--- src/rtl/conv_feed_loader.sv ---
// conv_feed_loader: reads KERNEL_SIZE^2 weights, then FM_SIZE^2 feature-map words,
// from one synchronous-read BRAM port and streams them into conv_blk.
// Optional feature macro: LOADER_HOLD_EN adds i_hold back-pressure with a 1-entry skid.
// Every word is presented two cycles after its address: BRAM latency plus an output register.

`ifndef KERNEL_SIZE
`define KERNEL_SIZE 3
`endif
`ifndef FM_SIZE
`define FM_SIZE 5
`endif
`ifndef A_DSP_WIDTH
`define A_DSP_WIDTH 30
`endif

module conv_feed_loader #(
    parameter int KERNEL_SIZE = `KERNEL_SIZE,
    parameter int FM_SIZE     = `FM_SIZE,
    parameter int ADDR_W      = 12,
    parameter int WEIGHT_BASE = 0,
    parameter int FM_BASE     = 16
) (
    input  logic                           i_clk,
    input  logic                           i_rst,
    input  logic                           i_start,
`ifdef LOADER_HOLD_EN
    input  logic                           i_hold,
`endif
    output logic                           o_busy,
    output logic                           o_done,
    output logic [ADDR_W-1:0]              o_addr,
    input  logic [`A_DSP_WIDTH-1:0]        i_rdata,
    output logic                           o_weight_en,
    output logic signed [17:0]             o_weight_data,
    output logic                           o_go,
    output logic signed [`A_DSP_WIDTH-1:0] o_fm_data
);

    localparam int DW      = `A_DSP_WIDTH;
    localparam int W_COUNT = KERNEL_SIZE * KERNEL_SIZE;
    localparam int F_COUNT = FM_SIZE * FM_SIZE;
    localparam int WC_W    = $clog2(W_COUNT + 1);
    localparam int FC_W    = $clog2(F_COUNT + 1);

    typedef enum logic [1:0] {IDLE, RD_W, RD_FM, DRAIN} state_t;

    state_t            state_reg, state_next;
    logic [WC_W-1:0]   w_cnt_reg, w_cnt_next;
    logic [FC_W-1:0]   f_cnt_reg, f_cnt_next;

    // Issue decode
    logic              issue;
    logic              issue_fm;
    logic [ADDR_W-1:0] issue_addr;
    logic              done_next;

    // Tag pipeline: stage 1 follows o_addr, stage 2 follows i_rdata
    logic              tag1_v_reg, tag1_fm_reg;
    logic              tag2_v_reg, tag2_fm_reg;

    // Word selected for presentation this cycle
    logic              pres_v;
    logic              pres_fm;
    logic [DW-1:0]     pres_data;

    logic              hold_act;
    logic              skid_pending;
    logic              drain_empty;

`ifdef LOADER_HOLD_EN
    logic              skid_v_reg;
    logic              skid_fm_reg;
    logic [DW-1:0]     skid_data_reg;

    // Hold is meaningless while idle, so a held i_hold never blocks a start
    assign hold_act     = i_hold && (state_reg != IDLE);
    assign skid_pending = skid_v_reg;
`else
    assign hold_act     = 1'b0;
    assign skid_pending = 1'b0;
`endif

    assign drain_empty = !hold_act && !tag1_v_reg && !tag2_v_reg && !skid_pending;

    // State and counter registers
    always_ff @(posedge i_clk) begin
        if (i_rst) begin
            state_reg <= IDLE;
            w_cnt_reg <= '0;
            f_cnt_reg <= '0;
        end else begin
            state_reg <= state_next;
            w_cnt_reg <= w_cnt_next;
            f_cnt_reg <= f_cnt_next;
        end
    end

    // Next-state logic; every non-idle transition is frozen while held
    always_comb begin
        state_next = state_reg;
        case (state_reg)
            IDLE:    if (i_start) state_next = RD_W;
            RD_W:    if (!hold_act && w_cnt_reg == WC_W'(W_COUNT)) state_next = RD_FM;
            RD_FM:   if (!hold_act && f_cnt_reg == FC_W'(F_COUNT)) state_next = DRAIN;
            DRAIN:   if (drain_empty) state_next = IDLE;
            default: state_next = IDLE;
        endcase
    end

    // Output decode: which address to issue this cycle and how the counters advance
    always_comb begin
        issue      = 1'b0;
        issue_fm   = 1'b0;
        issue_addr = '0;
        w_cnt_next = w_cnt_reg;
        f_cnt_next = f_cnt_reg;
        done_next  = 1'b0;
        case (state_reg)
            IDLE: begin
                if (i_start) begin
                    issue      = 1'b1;
                    issue_addr = ADDR_W'(WEIGHT_BASE);
                    w_cnt_next = WC_W'(1);
                    f_cnt_next = '0;
                end
            end
            RD_W: begin
                if (!hold_act) begin
                    issue = 1'b1;
                    if (w_cnt_reg == WC_W'(W_COUNT)) begin
                        // First FM address follows the last weight with no gap
                        issue_fm   = 1'b1;
                        issue_addr = ADDR_W'(FM_BASE);
                        f_cnt_next = FC_W'(1);
                    end else begin
                        issue_addr = ADDR_W'(WEIGHT_BASE) + ADDR_W'(w_cnt_reg);
                        w_cnt_next = w_cnt_reg + WC_W'(1);
                    end
                end
            end
            RD_FM: begin
                if (!hold_act && f_cnt_reg != FC_W'(F_COUNT)) begin
                    issue      = 1'b1;
                    issue_fm   = 1'b1;
                    issue_addr = ADDR_W'(FM_BASE) + ADDR_W'(f_cnt_reg);
                    f_cnt_next = f_cnt_reg + FC_W'(1);
                end
            end
            DRAIN:   done_next = drain_empty;
            default: done_next = 1'b0;
        endcase
    end

    // Address register and read-tag pipeline; while held, o_addr stays put so the
    // BRAM keeps returning the stage-1 word, and stage 2 empties into the skid
    always_ff @(posedge i_clk) begin
        if (i_rst) begin
            o_addr      <= '0;
            tag1_v_reg  <= 1'b0;
            tag1_fm_reg <= 1'b0;
            tag2_v_reg  <= 1'b0;
            tag2_fm_reg <= 1'b0;
        end else begin
            if (issue) begin
                o_addr <= issue_addr;
            end
            if (hold_act) begin
                tag2_v_reg <= 1'b0;
            end else begin
                tag1_v_reg  <= issue;
                tag1_fm_reg <= issue_fm;
                tag2_v_reg  <= tag1_v_reg;
                tag2_fm_reg <= tag1_fm_reg;
            end
        end
    end

    // Presentation source: a parked skid word always goes out before live data
    always_comb begin
`ifdef LOADER_HOLD_EN
        pres_v    = !hold_act && (skid_v_reg || tag2_v_reg);
        pres_fm   = skid_v_reg ? skid_fm_reg : tag2_fm_reg;
        pres_data = skid_v_reg ? skid_data_reg : i_rdata;
`else
        pres_v    = tag2_v_reg;
        pres_fm   = tag2_fm_reg;
        pres_data = i_rdata;
`endif
    end

`ifdef LOADER_HOLD_EN
    // Skid register: parks the word that returns from BRAM on the first held cycle
    always_ff @(posedge i_clk) begin
        if (i_rst) begin
            skid_v_reg    <= 1'b0;
            skid_fm_reg   <= 1'b0;
            skid_data_reg <= '0;
        end else if (hold_act) begin
            if (tag2_v_reg) begin
                skid_v_reg    <= 1'b1;
                skid_fm_reg   <= tag2_fm_reg;
                skid_data_reg <= i_rdata;
            end
        end else begin
            skid_v_reg <= 1'b0;
        end
    end
`endif

    // Output registers: one-cycle strobes, data held between strobes, busy/done flags
    always_ff @(posedge i_clk) begin
        if (i_rst) begin
            o_weight_en   <= 1'b0;
            o_weight_data <= '0;
            o_go          <= 1'b0;
            o_fm_data     <= '0;
            o_done        <= 1'b0;
            o_busy        <= 1'b0;
        end else begin
            o_weight_en <= 1'b0;
            o_go        <= 1'b0;
            o_done      <= done_next;
            if (pres_v) begin
                if (pres_fm) begin
                    o_go      <= 1'b1;
                    o_fm_data <= pres_data;
                end else begin
                    o_weight_en   <= 1'b1;
                    o_weight_data <= pres_data[17:0];
                end
            end
            if (state_reg == IDLE && i_start) begin
                o_busy <= 1'b1;
            end else if (o_done) begin
                o_busy <= 1'b0;
            end
        end
    end

endmodule

--- config.mk ---
export PLATFORM = sky130hd
export DESIGN_NAME = conv_feed_loader
export DESIGN_NICKNAME = d
export VERILOG_FILES = /design/src/rtl/conv_feed_loader.sv
export SDC_FILE = /design/constraint.sdc
export NUM_CORES = 1
export LEC_CHECK = 0
export CAP_MARGIN = 15
export CORE_UTILIZATION = 49
export CTS_CLUSTER_DIAMETER = 60
export CTS_CLUSTER_SIZE = 20
export DETAILED_ROUTE_END_ITERATION = 16
export HOLD_SLACK_MARGIN = 0.08
export PLACE_DENSITY = 0.84
export SYNTH_ARGS = -nofsm -noshare
export SYNTH_HDL_FRONTEND = slang
export SYNTH_SLANG_ARGS = --single-unit
--- constraint.sdc ---
create_clock -name i_clk -period 3.6 [get_ports i_clk]
set_clock_uncertainty 0.1 [all_clocks]
set_input_delay 0.54 -clock i_clk [delete_from_list [all_inputs] [get_ports i_clk]]
set_output_delay 0.54 -clock i_clk [all_outputs]
set_load 0.02 [all_outputs]
Yosys cells after proc, flatten, opt, wreduce, memory -nomap -nowiden

Cells that the tools add are included.

Flip-flop bits (word level): 79
Bits in latches: 0
Memory bits (writable): 0
Memory bits (read-only): 0
Bits of input ports: 33
Output and inout bits: 64
Logic and storage cells: 71
Memories kept: 0

Add/subtract/negate cells: 3
Multiply operators: 0
Divide/modulo/power cells: 0
Order comparisons: 0
Eq/ne operators: 12
Shifts and indexed selects: 0
Mux-type cells: 24
Bitwise logic cells: 3
Reduce and logical (&&, ||, !) cells: 15

Operator list:

| cell                                                           | number |
|---|---|
| 5-bit two-way mux                                              | 4 |
| 5-bit case mux with 3 select lines                             | 1 |
| 2-bit inequality test (second input constant)                  | 6 |
| 6-bit case mux with 2 select lines                             | 1 |
| 2-bit two-way mux                                              | 4 |
| 4-bit two-way mux                                              | 2 |
| 2-bit case mux with 4 select lines                             | 1 |
| 4-bit case mux with 2 select lines                             | 1 |
| 4-bit AND reduction                                            | 2 |
| 1-bit two-way mux                                              | 7 |
| 5-bit by 5-bit adder with 6-bit output (first input constant)  | 1 |
| 6-bit two-way mux                                              | 1 |
| 5-bit by 1-bit adder with 5-bit output (second input constant) | 1 |
| 5-bit == test (second input constant)                          | 1 |
| 5-bit inequality test (second input constant)                  | 1 |
| 4-bit by 1-bit adder with 4-bit output (second input constant) | 1 |
| 2-bit == test (second input constant)                          | 2 |
| 4-bit == test (second input constant)                          | 1 |
| 2-bit AND reduction                                            | 2 |
| 2-bit nonzero test                                             | 2 |
| 2-bit OR reduction                                             | 2 |
| 1-bit NOT                                                      | 3 |
| 1-bit case mux with 3 select lines                             | 1 |
| 3-bit AND reduction                                            | 1 |
| other kinds (6)                                                | 8 |

Depth between registers and ports, before layout

Gate-level depths: netlist (run 1).

Word-level depth: 4
Gate-level depth with buffers: 7
Gate-level depth less buffers: 6

Worst setup path after synthesis (run 1)

Ideal clock, no wire load.

Kind: register -> register
From: reg state_reg[1]
To: reg f_cnt_reg[3]
Library setup time: 0.071 ns
Arrival time: 1.530 ns
Required time: 3.429 ns
Slack: 1.899 ns
Stages on the path, launching flop included: 7
Buffers on the path: 0
Period minus slack after synthesis: 1.701 ns
Cells stage by stage: dfxtp_1 -> inv_1 -> ha_1 -> inv_1 -> o211ai_4 -> or4_1 -> a21oi_1

Cells in the longest elaborated chain, start to end: 3
Elaborated cells between the ends (all ways): 9
Classes of those cells: eq/ne: 5; mux: 1; reduce/logical: 3

Ends and longest elaborated chain:

| item                                                                         | RTL line | source |
|---|---|---|
| start, declared                                                              | 47       | `state_t state_reg, state_next;` |
| start signal, assigned                                                       | 92       | `state_reg <= state_next;` |
| 2-bit == test (tied with other cells)                                        | 118      | `case (state_reg)` |
| 2-bit inequality test (no line) / 3-bit nonzero test (equally long branches) | n/a      |  |
| 4-bit AND reduction (no line)                                                | n/a      |  |
| end signal, assigned                                                         | 94       | `f_cnt_reg <= f_cnt_next;` |
| end, declared                                                                | 49       | `logic [FC_W-1:0] f_cnt_reg, f_cnt_next;` |

Parallel ways exist; a longest one is shown, timed or not.
A chain may end at the register's enable or synchronous reset.

Worst setup path in the final report (run 1)

From: reg state_reg[0]
To: reg o_addr[2]

Cells in the longest elaborated chain, start to end: 2
Elaborated cells between the ends (all ways): 5
Classes of those cells: eq/ne: 2; mux: 2; reduce/logical: 1

Ends and longest elaborated chain:

| item                                                                                            | RTL line | source |
|---|---|---|
| 2-bit == test (tied with other cells)                                                           | 118      |  |
| 1-bit case mux with 3 select lines / 6-bit case mux with 2 select lines (equally long branches) | 118      |  |
| end signal, assigned                                                                            | 165      | `o_addr <= issue_addr;` |
| end, declared                                                                                   | 31       | `output logic [ADDR_W-1:0] o_addr,` |

Parallel ways exist; a longest one is shown, timed or not.

==> results of run 1 <==
[logic make-up (layout without fill, tap and decap cells)]
logic type,count (synthesis),count (layout),synth area share
xor gates and xnor gates,2,2,0.00590
other,1,6,0.00126
muxes,6,6,0.0207
DFF,73,73,0.492
and+or+nand+nor,156,156,0.234
buffers and inverters,35,118,0.0527
adders and majority gates,8,8,0.0337
AOI/OAI and AO/OA,75,75,0.159
[critical path, delay by kind of cell (launching register included)]
family | cells | cell delay (ns)
mux | 1 | 0.25
flops | 1 | 0.34
compound gates | 2 | 0.63
fa+ha+maj | 1 | 0.38
simple gates | 1 | 0.05
buf+inv | 1 | 0.10
[metrics by stage]
| stage | power (mW) | instances |
|---|---|---|
| floorplan | 1.32 | 361 |
| global placement | 1.49 | 500 |
| detailed placement | 1.51 | 500 |
| CTS | 2.16 | 516 |
| global route | 2.25 | 516 |
| finish | 2.15 | 516 |
[cell usage in the layout, fill, tap and decap left out, types with 3 or more instances in the layout]
cell type and n:
o21ai_0 4, inv_1 10, nand2b_1 3, conb_1 6, nand4b_1 3, ha_1 8
mux2i_1 5, clkdlybuf4s50_1 89, nand3_1 7, clkbuf_8 11, a21oi_1 51, nand2_1 109
nor2b_1 6, dfxtp_1 73, and2_1 3, nor2_1 12
[layout make-up]
| type | instances | share of cell area |
|---|---|---|
| clock inverters | 4 | 0.0126 |
| well taps | 72 | 0.0221 |
| flip-flops and latches | 73 | 0.359 |
| repair buffers | 92 | 0.224 |
| multi-input cells | 253 | 0.336 |
| inverters | 10 | 0.00921 |
| clock buffers | 12 | 0.0381 |
[worst max path at each step]
| stage | startpoint | end | slack, ns | cells past startpoint |
|---|---|---|---|---|
| 2_1_floorplan | state_reg[1]$_SDFFE_PP0P_ | f_cnt_reg[3]$_SDFFE_PP0P_ | 1.90 | 6 |
| 3_3_place_gp | i_start | o_addr[2]$_SDFFE_PP0P_ | 1.39 | 5 |
| 3_5_place_dp | i_start | o_addr[2]$_SDFFE_PP0P_ | 1.37 | 5 |
| 4_1_cts | o_addr[1]$_SDFFE_PP0P_ | o_addr[1] | 1.62 | 1 |
| 5_1_grt | state_reg[0]$_SDFFE_PP0P_ | o_addr[2]$_SDFFE_PP0P_ | 1.49 | 6 |
| 6_report | state_reg[0]$_SDFFE_PP0P_ | o_addr[2]$_SDFFE_PP0P_ | 1.62 | 6 |
[layer usage]
metal | vias to the layer above | wire length [um] | share of wire
met4 | 0 | 112 | 0.015
li1 | 1347 | - | -
met5 | - | 0 | 0
met1 | 1275 | 3360 | 0.44
met3 | 13 | 517 | 0.067
met2 | 103 | 3690 | 0.48
[where the power goes]
part | leakage [nW] | total [mW] | switching [mW] | internal (mW)
clock | 0.103 | 0.657 | 0.298 | 0.358
combinational | 0.726 | 0.592 | 0.346 | 0.245
sequential | 0.591 | 0.905 | 0.0409 | 0.865
==> results_dict.tcl, run 1 <==
set metrics [dict create \
    fp.dieW_um 79.8 \
    rsz0062_at_grt "no" \
    num_antenna_cells 0 \
    crit_chain "inv_1 > ha_1 > a211oi_1 > a311oi_4 > mux2i_1 > nor2_1" \
    max_cap_violations 0 \
    largest_reg_flops 30 \
    grt_pass1_vias 2542 \
    slowest_stage "a311oi_4" \
    min_period_over_period 0.549 \
    pre_cts_slack_ns 1.37 \
    hold_end "o_done$_SDFF_PP0_" \
    post-route-cell-area_sq_um 4080 \
    hold_violations 0 \
    area_growth_pct 37.3 \
    numCtsBuffers 9 \
    hp-start "tag1_v_reg$_SDFF_PP0_" \
    route.detailed.drc 0 \
    powerDensity_nw_per_um2 529 \
    hold_path.class "reg -> reg" \
    final_util 0.718 \
    met3_usage 0.0629 \
    arrival_ns 2.08 \
    place.gp.congestion 0.880 \
    io_pins 97 \
    fin_ws_ns 1.62 \
    synth_top_area_cell "dfxtp_1" \
    hold_slack_ns 0.351 \
    cpPeakStageDelay_ns 0.50 \
    synth_edf_count 0 \
    crit_type "reg -> reg" \
    seq_area_sq_um 1460 \
    synth_most_common_cell "nand2_1" \
    relSlewSlack 0.255 \
    die_h_um 79.8 \
    yosysWarnings 0 \
    dpl-instance-area_sq_um 3870 \
    syn_area_sq_um 2970 \
    end_kind "flop" \
    grt_max_degree 39 \
    start_util 0.523 \
    r2r_setup_slack_ns 1.62 \
    yosysTopAreaCellShare 0.492 \
    row_count 27 \
    ys_seq_area_frac 0.492 \
    post_cts_buffers 0 \
    critPathRequiredTime_ns 3.71 \
    via_per_inst 5.31 \
    multi_input_area_sq_um 1370 \
    insertion_delay_ns 0.34 \
    setup_viol 0 \
    grt.met1_usage 0.299 \
    clk_pin_slew_ns 0.07 \
    ant_nets 0 \
    drtIter0Drc 158 \
    gr-usage-met2 0.421 \
    r2r_cells 6 \
    grt-ovfl-total 0 \
    synth_common_cells "109 x nand2_1, 73 x dfxtp_1, 51 x a21oi_1" \
    synth-main-ff-cell "dfxtp_1" \
    core_sq_um 5680 \
    wirelength_um 7690 \
    cts_resized 0 \
    synth_area_leaders "dfxtp_1 49%, nand2_1 14%, a21oi_1 8.6%" \
    reg2reg_to "o_addr[2]$_SDFFE_PP0P_" \
    grt_pass1_wl_um 12100 \
    routedWlPerCell_um 14.9 \
    p_leak_nw 1.42 \
    period_minus_slack_ns 1.98 \
    fin_setup_tns_ns 0 \
    cts_tree "built" \
    yosys.cell_types.count 45 \
    r2r-start "state_reg[0]$_SDFFE_PP0P_" \
    ys_ff_latch 73 \
    nNetsFinal 480 \
    drive_above_1_share 0.0541 \
    critPathLaunchType "flop" \
    slew_viol_final 0 \
    ys_async_sr_fraction 0 \
    synth_cells 356 \
    synth.avg_cell_area_sq_um 8.34 \
    clock.fmax_ghz 0.506 \
    status "finished clean" \
    top_regs "o_fm_data: 30 flops, o_weight_data: 18 flops, o_addr: 6 flops" \
    htree_levels 3 \
    clockRootBuffer "clkbuf_8" \
    grt_usage 0.247 \
    holdPathStages 1 \
    antenna_found_initial 0 \
    cts_hold_buffers 0 \
    cts_max_path_buffers 2 \
    port_buffers 90 \
    dp_hpwl_um 5310 \
    die_area_sq_um 6370 \
    dr.pass1.iters 4 \
    ir_drop_mv 0.312 \
    regMostFlops "o_fm_data" \
    worstPathMaxFanout 10 \
    worst_pin_slew_ns 1.12 \
    vias 2738 \
    nFillCells 420 \
    cts_sinks 73 \
    grt_most_used_layer "met2" \
]
(Power assumes the default switching activity.)
==> run 2: changes to the inputs <==
--- a/config.mk
+++ b/config.mk
@@ -6,12 +6,12 @@
 export NUM_CORES = 1
 export LEC_CHECK = 0
 export CAP_MARGIN = 15
-export CORE_UTILIZATION = 49
+export CORE_UTILIZATION = 46
 export CTS_CLUSTER_DIAMETER = 60
 export CTS_CLUSTER_SIZE = 20
 export DETAILED_ROUTE_END_ITERATION = 16
 export HOLD_SLACK_MARGIN = 0.08
-export PLACE_DENSITY = 0.84
+export PLACE_DENSITY = 0.8
 export SYNTH_ARGS = -nofsm -noshare
 export SYNTH_HDL_FRONTEND = slang
 export SYNTH_SLANG_ARGS = --single-unit
==> constraint.sdc (replaced) <==
create_clock -name i_clk -period 2 [get_ports i_clk]
set_clock_uncertainty 0.1 [all_clocks]
set_input_delay 0.3 -clock i_clk [delete_from_list [all_inputs] [get_ports i_clk]]
set_output_delay 0.3 -clock i_clk [all_outputs]
set_load 0.02 [all_outputs]
==> run 2 against run 1 <==
  * Via count fell by 0.62%
  * Combinational power rose by 99%
  * Maximum frequency rose by 5.0%
  * Count of clock-buffer cells in the layout fell by 2
  * Worst setup slack got worse by 1.5 ns
  * Register-to-register slack got worse by 1.5 ns
  * Global-route usage fell by 1.2 points
  * Sequential power rose by 80%
  * Clock power rose by 87%
  * First-iteration DRC count fell by 15%
  * Core utilization fell by 2.9 points
  * Die area rose by 6.4%
  * Critical endpoint is now o_addr[3]$_SDFFE_PP0P_
==> results_dict.tcl, run 2 (synthesized netlist as in run 1, its figures left out) <==
set metrics [dict create \
    p_total_mw 4.04 \
    post-route-cell-area_sq_um 4180 \
    rsz0062_at_grt "no" \
    swShare 0.311 \
    cts_sinks 73 \
    htree_levels 3 \
    area_growth_pct 40.8 \
    final_common_cell "nand2_1" \
    regMostFlops "o_fm_data" \
    critPathLaunchType "flop" \
    grt_pass1_vias 2541 \
    p_leak_nw 1.47 \
    maxUsedRoutingLayer "met4" \
    top_regs "o_fm_data: 30 flops, o_weight_data: 18 flops, o_addr: 6 flops" \
    hold_path.class "in -> reg" \
    wl_met3_um 717 \
    pwr-share-seq 0.404 \
    endpoint "o_addr[3]$_SDFFE_PP0P_" \
    wl_met1_um 3010 \
    io_pins 97 \
    clock.fmax_ghz 0.531 \
    end_kind "flop" \
    cpPeakStageDelay_ns 0.34 \
    powerDensity_nw_per_um2 967 \
    cts_max_path_buffers 2 \
    row_count 28 \
    hold_violations 0 \
    fin_setup_tns_ns 0 \
    period_minus_slack_ns 1.88 \
    r2r_setup_slack_ns 0.12 \
    setup_viol 0 \
    post_cts_buffers 0 \
    port_buffers 90 \
    routedWlPerCell_um 14.7 \
    relSlewSlack 0.639 \
    largest_reg_flops 30 \
    intPower_mw 2.78 \
    final_cell_mix "109 x nand2_1, 89 x clkdlybuf4s50_1, 73 x dfxtp_1" \
    worst_pin_slew_ns 0.540 \
    slew_viol_final 0 \
    min_period_over_period 0.941 \
    worstPathMaxFanout 8 \
    wl_met2_um 3870 \
    wirelength_um 7760 \
    fp.dieW_um 82.3 \
    crit_chain "inv_1 > ha_1 > nor2b_1 > a311oi_4 > buf_4 > and2_4 > o2bb2ai_1" \
    drtIter0Drc 135 \
    final_util 0.690 \
    ir_drop_mv 0.708 \
    core_sq_um 6060 \
    slowest_stage "dfxtp_1" \
    r2r-start "state_reg[1]$_SDFFE_PP0P_" \
    ant_nets 0 \
    clkPwrFrac 0.304 \
    clk_pin_slew_ns 0.07 \
    grt_usage 0.236 \
    die_h_um 82.3 \
    num_antenna_cells 0 \
    dp_hpwl_um 5420 \
    timing.critical_path.from "state_reg[1]$_SDFFE_PP0P_" \
    critPathRequiredTime_ns 2.17 \
    nNetsFinal 489 \
    vias 2721 \
    power.switching_mw 1.26 \
    grt_pass1_wl_um 11800 \
    numCtsBuffers 9 \
    max_cap_violations 0 \
    insertion_delay_ns 0.34 \
    dpl-instance-area_sq_um 3970 \
    hold_slack_ns 0.325 \
    drive_above_1_share 0.0752 \
    place.gp.congestion 0.910 \
    grt-ovfl-total 0 \
    r2r_cells 7 \
    dr.pass1.iters 5 \
    crit_type "reg -> reg" \
    status "finished clean" \
    route.detailed.drc 0 \
    start_util 0.490 \
    reg2reg_to "o_addr[3]$_SDFFE_PP0P_" \
    grt_max_degree 67 \
    clockRootBuffer "clkbuf_8" \
    hp-start "i_rst" \
    die_area_sq_um 6780 \
    combPwrFrac 0.292 \
    arrival_ns 2.05 \
    via_per_inst 5.16 \
    antenna_found_initial 0 \
    cts_tree "built" \
]
==> run 2: final cells by class <==
class	count	area (sq um)
tap	75	93.8
fill	494	1880
clock buffer	10	128
inverter	10	37.5
timing repair buffer	101	1000
sequential	73	1460
multi-input combinational	253	1370
clock inverter	5	81.3
==> run 2: timing repair <==
item	in CTS	in global routing
endpoints found under the setup margin	0	1
resized for setup	0	2
hold buffers	0	0
==> run 2: layer usage <==
layer,vias up,track usage
met5,-,0
met4,0,0.121
met1,1239,0.259
met3,14,0.0582
met2,103,0.417
li1,1365,-
==> run 2: worst max-delay path, delay by kind of cell (launching register included) <==
kind | cells | cell delay, ns
AO/OA/AOI/OAI | 2 | 0.45
buffers and inverters | 2 | 0.28
AND/OR/NAND/NOR | 2 | 0.28
flip-flops | 1 | 0.34
adder cells (fa/ha/maj) | 1 | 0.34
==> run 2: power by group through the flow <==
stage	clock network [mW]	logic [mW]	registers (mW)
6_report	1.23	1.18	1.63
5_1_grt	1.32	1.28	1.65
4_1_cts	1.25	1.16	1.63
3_5_place_dp	0	1.15	1.67
3_3_place_gp	0	1.12	1.66
2_1_floorplan	0	0.656	1.72
==> run 2: worst min path at each step <==
stage,end,slack [ns],depth (start not counted)
6_report,o_addr[2]$_SDFFE_PP0P_,0.33,3
5_1_grt,o_addr[5]$_SDFFE_PP0P_,0.33,3
4_1_cts,o_addr[5]$_SDFFE_PP0P_,0.32,3
3_5_place_dp,pres_fm$_SDFF_PP0_,0.33,1
3_3_place_gp,pres_fm$_SDFF_PP0_,0.32,1
2_1_floorplan,o_done$_SDFF_PP0_,0.31,1
==> run 2: stage by stage <==
| stage | instances | setup slack (ns) |
|---|---|---|
| finish | 527 | 0.118 |
| global route | 527 | 0.0253 |
| CTS | 527 | 0.111 |
| detailed placement | 512 | 0.0480 |
| global placement | 512 | 0.0827 |
| floorplan | 361 | 0.299 |
